[config.mk]
export PLATFORM = sky130hd
export DESIGN_NAME = mul_exec_unit
export DESIGN_NICKNAME = d
export VERILOG_FILES = /design/src/rtl/mul_exec_unit.sv
export SDC_FILE = /design/constraint.sdc
export NUM_CORES = 1
export LEC_CHECK = 0
export CORE_MARGIN = 4
export CORE_UTILIZATION = 25
export CTS_CLUSTER_SIZE = 14
export DETAILED_ROUTE_END_ITERATION = 7
export PLACE_DENSITY = 0.52
export SETUP_SLACK_MARGIN = 0.15
export SLEW_MARGIN = 5
export SYNTH_ARGS = -nofsm -noshare
export SYNTH_HDL_FRONTEND = slang
export SYNTH_SLANG_ARGS = --single-unit
[constraint.sdc]
create_clock -name clk -period 3.6 [get_ports clk]
set_input_delay 0.72 -clock clk [delete_from_list [all_inputs] [get_ports clk]]
set_output_delay 0.72 -clock clk [all_outputs]
set_load 0.02 [all_outputs]
[src/rtl/mul_exec_unit.sv]
// Iterative shift-add multiplier for the execute stage: one multiplier bit per cycle,
// with a stall to the ID/EX register and a done pulse when the product is valid.
module mul_exec_unit #(
   parameter int unsigned WIDTH = 8
) (
   input  logic             clk,
   input  logic             reset,
   input  logic             start,
   input  logic             flush,
   input  logic             is_signed,
   input  logic [WIDTH-1:0] op_a,
   input  logic [WIDTH-1:0] op_b,
   input  logic [3:0]       rd_in,
   output logic             busy,
   output logic             stall,
   output logic             done,
   output logic [WIDTH-1:0] result_lo,
   output logic [WIDTH-1:0] result_hi,
   output logic [3:0]       rd_out
);

   localparam int unsigned CntW = (WIDTH > 1) ? $clog2(WIDTH) : 1;
   localparam logic [CntW-1:0] CntLast = CntW'(WIDTH - 1);

   typedef enum logic [1:0] {StIdle, StRun, StDone} state_e;

   state_e               state_q;
   logic [CntW-1:0]      cnt_q;
   logic [2*WIDTH-1:0]   mcand_q;
   logic [WIDTH-1:0]     mplier_q;
   logic [2*WIDTH-1:0]   acc_q;
   logic                 sign_q;
   logic [3:0]           tag_q;
   logic [WIDTH-1:0]     res_lo_q;
   logic [WIDTH-1:0]     res_hi_q;
   logic [3:0]           rd_q;

   logic [WIDTH-1:0]     mag_a;
   logic [WIDTH-1:0]     mag_b;
   logic [2*WIDTH-1:0]   acc_d;
   logic [2*WIDTH-1:0]   prod_d;

   // Negating the most-negative value wraps back to itself, which read as unsigned
   // is exactly the required magnitude 2^(WIDTH-1).
   always_comb begin
      mag_a  = (is_signed && op_a[WIDTH-1]) ? -op_a : op_a;
      mag_b  = (is_signed && op_b[WIDTH-1]) ? -op_b : op_b;
      acc_d  = mplier_q[0] ? (acc_q + mcand_q) : acc_q;
      prod_d = sign_q ? -acc_d : acc_d;
   end

   always_ff @(posedge clk) begin
      if (reset) begin
         state_q  <= StIdle;
         cnt_q    <= '0;
         mcand_q  <= '0;
         mplier_q <= '0;
         acc_q    <= '0;
         sign_q   <= 1'b0;
         tag_q    <= '0;
         res_lo_q <= '0;
         res_hi_q <= '0;
         rd_q     <= '0;
      end else if (flush) begin
         state_q <= StIdle;
      end else begin
         case (state_q)
            StIdle, StDone: begin
               if (start) begin
                  state_q  <= StRun;
                  cnt_q    <= '0;
                  mcand_q  <= {{WIDTH{1'b0}}, mag_a};
                  mplier_q <= mag_b;
                  acc_q    <= '0;
                  sign_q   <= is_signed & (op_a[WIDTH-1] ^ op_b[WIDTH-1]);
                  tag_q    <= rd_in;
               end else begin
                  state_q <= StIdle;
               end
            end
            StRun: begin
               acc_q    <= acc_d;
               mcand_q  <= mcand_q << 1;
               mplier_q <= mplier_q >> 1;
               cnt_q    <= cnt_q + 1'b1;
               // Last iteration: the final partial sum goes straight to the result.
               if (cnt_q == CntLast) begin
                  state_q  <= StDone;
                  res_lo_q <= prod_d[WIDTH-1:0];
                  res_hi_q <= prod_d[2*WIDTH-1:WIDTH];
                  rd_q     <= tag_q;
               end
            end
            default: state_q <= StIdle;
         endcase
      end
   end

   always_comb begin
      busy      = (state_q != StIdle);
      done      = (state_q == StDone);
      stall     = (state_q == StRun) | (start & (state_q != StRun));
      result_lo = res_lo_q;
      result_hi = res_hi_q;
      rd_out    = rd_q;
   end

endmodule

# Word-level counts from Yosys, hierarchy flattened
# Cells that the tools add are included.
# op_classes
addsub	5
n_eq_ne	6
muxes	15
bitwise	5
n_reduce_logical	10
# op_table
cell	n
2-to-1 mux 16 bit	4
case mux 16 bit (2 select lines)	2
2-to-1 mux 8 bit	3
adder 16 bit	1
negator 16 bit	1
negator 8 bit	2
case mux 8 bit (2 select lines)	1
AND reduction 3 bit	3
case mux 3 bit (2 select lines)	1
!= test 2 bit, second input constant	2
case mux 2 bit (2 select lines)	1
nonzero test 2 bit	2
OR reduction 2 bit	2
adder 3 x 1 -> 3 bit, second input constant	1
equality test 3 bit, second input constant	1
2-to-1 mux 3 bit	1
AND 1 bit	2
equality test 2 x 1 -> 1 bit, second input constant	1
equality test 2 bit, second input constant	1
logical AND 1 bit	2
logical NOT 2 bit	1
2-to-1 mux 2 bit	1
!= test 2 x 1 -> 1 bit, second input constant	1
2-to-1 mux 1 bit	1
3 further kinds	3
# word_totals
ff_bits	70
out_inout_bits	23
wordCells	51

# Longest topological paths before layout
# logic_depth
ltp_word	4
mapped_depth	11
depth_no_buf	11

# Least setup slack after synthesis
# Ideal clock, no wire load.
# synth_path
kind	register to register
startpoint	register mcand_q[0]
endpoint	register res_hi_q[7] (netlist: result_hi[7])
arrival_time_ps	2753
t_required_ps	3483
path_slack_ps	730
stages_incl_launch_ff	12
path_buffers	0
synth_period_minus_slack_ps	2870
path_cell_list	dfxtp_1 > ha_1 > fa_1 > a21o_1 > a221oi_4 > o211ai_1 > mux2i_1 > a211o_1 > nand3b_4 > o41ai_2 > xnor2_1 > a22o_1
# synth_between
elab_chain_cells	4
# synth_rtl
element	line	text
start: declaration	29	logic [2*WIDTH-1:0] mcand_q;
start signal: assignment	72	mcand_q <= {{WIDTH{1'b0}}, mag_a};
start signal: assignment	83	mcand_q <= mcand_q << 1;
adder 16 bit *	48	acc_d = mplier_q[0] ? (acc_q + mcand_q) : acc_q;
2-to-1 mux 16 bit *	48	
negator 16 bit	49	prod_d = sign_q ? -acc_d : acc_d;
2-to-1 mux 16 bit *	49	
end signal: assignment	90	res_hi_q <= prod_d[2*WIDTH-1:WIDTH];
end: declaration	35	logic [WIDTH-1:0] res_hi_q;
# Every way passes the cells marked *; elsewhere a longest branch is shown, timed or not.
# A chain may end at the register's enable or synchronous reset.

# Final worst setup path
# Same ends and word-level chain as after synthesis.

==> summary.txt <==
Global route
  – First-pass GRT wire length: between 15,000 and 20,000 um
  – Number of global-route vias before repair: 3,845
  – Grt total ovfl: 0
  – Total GRT Usage: 0.124
  – Initial antenna violation count: 0
  – Largest net degree at the start of global routing: 46

Drt
  – Number of DRC markers in iteration 0: 220
  – Vias per inst: 4.84
  – DRT Wirelength: 11,100 um
  – DRC errors left: 0
  – Router iterations before antenna repair: 4
  – Routed WL per cell: between 10 and 15 um
  – ANT nets after route: 0
  – Vias post-DR: approximately 3.8k

Flow run
  – Max-Cap Viols: 0

Setup path
  – WS Path Type: reg2reg
  – Critical path endpoint category: flip-flop
  – Crit path required time: between 3 and 4 ns
  – Worst EP arrival: between 3 and 4 ns
  – Worst-path fanout max: 4
  – Startpoint Class: flip-flop

Cells and area
  – # fillers: 1,770
  – Net count, final: about 600
  – Layout cells sized above 1: 0.0683
  – Layout Utilization: 0.313
  – ANT cells: 0
  – Register area: between 0.001 and 0.0015 mm2
  – Multi-input gate area: around 0.0026 mm2
  – Post-Layout Inst Area: 0.00515 mm2
  – Area growth syn-to-layout: 23.2%

Clocking
  – Clock-pin slew on the worst setup and hold paths: around 0.050 ns
  – H-tree levels: 3
  – Cts hold-fix bufs: 0
  – Skew-Pair Late Insertion Delay: approximately 0.34 ns
  – CTS tree: built
  – Clock Sinks: 70
  – Total CTS buffers: 9
  – Cts repair resizes: 0
  – Clock root cell: clkbuf_16
  – Clock Path Buffers: 2
  – Post-CTS setup buffer count: 0

Pwr
  – Leak: about 2.0 nW
  – PwrDens: about 360 mW/mm2
  – Max VDD drop: roughly 220 uV
  – Pwr Total: approximately 1.9 mW

Placed design
  – Placer Congestion: between 0.8 and 0.9
  – Post-DP HPWL: 8210 um
  – Number of port buffers: between 40 and 50
  – DP Area: around 0.0049 mm2

STA
  – Max Clk Rate: around 320 MHz
  – Worst-Margin Slew: approximately 0.69 ns
  – Final hold viol count: 0
  – Setup TNS: 0 ns
  – Slew Viols, Final: 0
  – Hold Worst Slack: 0.453 ns
  – Final setup viols: 0
  – Unrepaired setup endpoints after global routing: no
  – Fin crit share: 0.858
  – Relative slew slack: 0.535
  – Crit path time final: between 3 and 4 ns
  – Worst Clk Skew: ~0.007 ns

Synth
  – Post-synthesis sequential area ratio: 0.335
  – Yosys Warn Count: 0
  – Synthesized Nets: between 500 and 600
  – FF+latch count, synth: 70
  – Syn avg cell area: a little under 8 um2
  – Distinct cell type count after synthesis: 59
  – Synth async-reset ratio: 0
  – Dominant synthesized flop cell: dfxtp_1
  – Post-Synthesis Cells: 530
  – Yosys top cell by area: dfxtp_1
  – Cell area after synthesis: around 0.0042 mm2
  – Synth area leaders: dfxtp_1, nor2_1, a21oi_1
  – EDFF count, synth: 0
  – Top cell type's share of synthesized area: 0.335

Outcome
  – Run status: complete, no violations

Floorplanning
  – Initial Util: 0.254
  – Boundary Pins: 48
  – Die W: around 140 um
  – Core Area: approximately 0.016 mm2
  – # rows: 47
  – DIE AREA: around 0.019 mm2
  – Chip height: around 140 um

Worst hold path
  – Hold Path Class: reg2reg
area by class of cell:
class,count,share of cell area
clock buffers,13,0.0524
clock inverters,1,0.000971
inverters,10,0.00728
multi-input cells,420,0.509
flip-flops and latches,70,0.272
well taps,220,0.0534
repair buffers,57,0.105
critical path: stages (launching register included):
cell and delay (ns):
dfxtp_1 0.32, ha_1 0.24, fa_1 0.43, a21o_1 0.23, a221oi_4 0.35, o211ai_1 0.17, mux2i_1 0.14, a211o_1 0.32
nand3b_4 0.19, o41ai_2 0.31, xnor2_1 0.10, a22o_1 0.18
final timing paths:
| kind | end | from | slack, ns | cells past startpoint |
|---|---|---|---|---|
| worst min register to register | rd_out[0] | tag_q[0] | 0.45 | 2 |
| worst max register to register | result_hi[7] | mcand_q[0] | 0.51 | 11 |
| worst max-delay path | result_hi[7] | mcand_q[0] | 0.51 | 11 |
| worst min-delay path | rd_out[0] | tag_q[0] | 0.45 | 2 |
power by group:
part           leakage (nW)  total (mW)  internal (mW)  switching [mW]
Clock                 0.138       0.824          0.513           0.310
Combinational          1.26       0.234         0.0950           0.139
Sequential            0.566       0.811          0.792          0.0189
Total                  1.97        1.87           1.40           0.468
Yosys cell counts (9+ instances only):
| cell | instances |
|---|---|
| nor3_1 | 9 |
| inv_1 | 10 |
| nand3_1 | 14 |
| a21oi_1 | 54 |
| nand2_1 | 68 |
| dfxtp_1 | 70 |
| a22oi_1 | 19 |
| xnor2_1 | 28 |
| o21ai_0 | 16 |
| clkbuf_1 | 24 |
| ha_1 | 20 |
| nor2_1 | 78 |
| a211oi_1 | 13 |
flip-flops by register name, summed over array words and instances (netlist names):
name and cells:
rd_out 4, state_q 2, tag_q 4, cnt_q 3, result_hi 8, mplier_q 8, acc_q 16, sign_q 1
result_lo 8, mcand_q 16
routing by layer:
layer  vias to the layer above  GRT usage  wire (um)
li1                       1964          -          -
met1                      1778      0.171       5560
met2                        77      0.196       4890
met3                         9     0.0343        580
met4                         0     0.0233         91
met5                         -          0          0
cells by family (layout without fill, tap and decap cells):
| logic type | count (synthesis) | in the layout | synth area share |
|---|---|---|---|
| xor gates and xnor gates | 34 | 34 | 0.0712 |
| DFF | 70 | 70 | 0.335 |
| adders and majority gates | 21 | 21 | 0.0646 |
| AOI/OAI and AO/OA | 153 | 153 | 0.247 |
| buffers and inverters | 40 | 81 | 0.0383 |
| and+or+nand+nor | 204 | 204 | 0.223 |
| muxes | 8 | 8 | 0.0206 |
placed cells by master (no fill, tap or decap), drive strengths merged, types with 2 or more instances in the layout:
cell / n
nor2: 78
dfxtp: 70
nand2: 68
a21oi: 54
clkdlybuf4s50: 46
xnor2: 28
ha: 20
a22oi: 19
o21ai: 18
nand3: 14
a211oi: 14
clkbuf: 13
buf: 11
inv: 10
nor3: 10
a21o: 8
a31oi: 7
o211ai: 7
mux2i: 6
nor2b: 6
xor2: 6
nand2b: 5
a211o: 4
a22o: 4
nand3b: 4
a311oi: 3
or3: 3
nand4: 3
o21a: 3
nand4b: 3
a32oi: 2
nor4bb: 2
a31o: 2
mux2: 2
o41ai: 2
o31ai: 2
through the flow:
step / setup slack [ns] / cells
after CTS: 0.502 / 791
after global routing: 0.334 / 791
after detailed placement: 0.537 / 777
after floorplan: 0.730 / 530
final: 0.513 / 791
after global placement: 0.536 / 777
No activity file was read; power rests on OpenSTA's default activity.
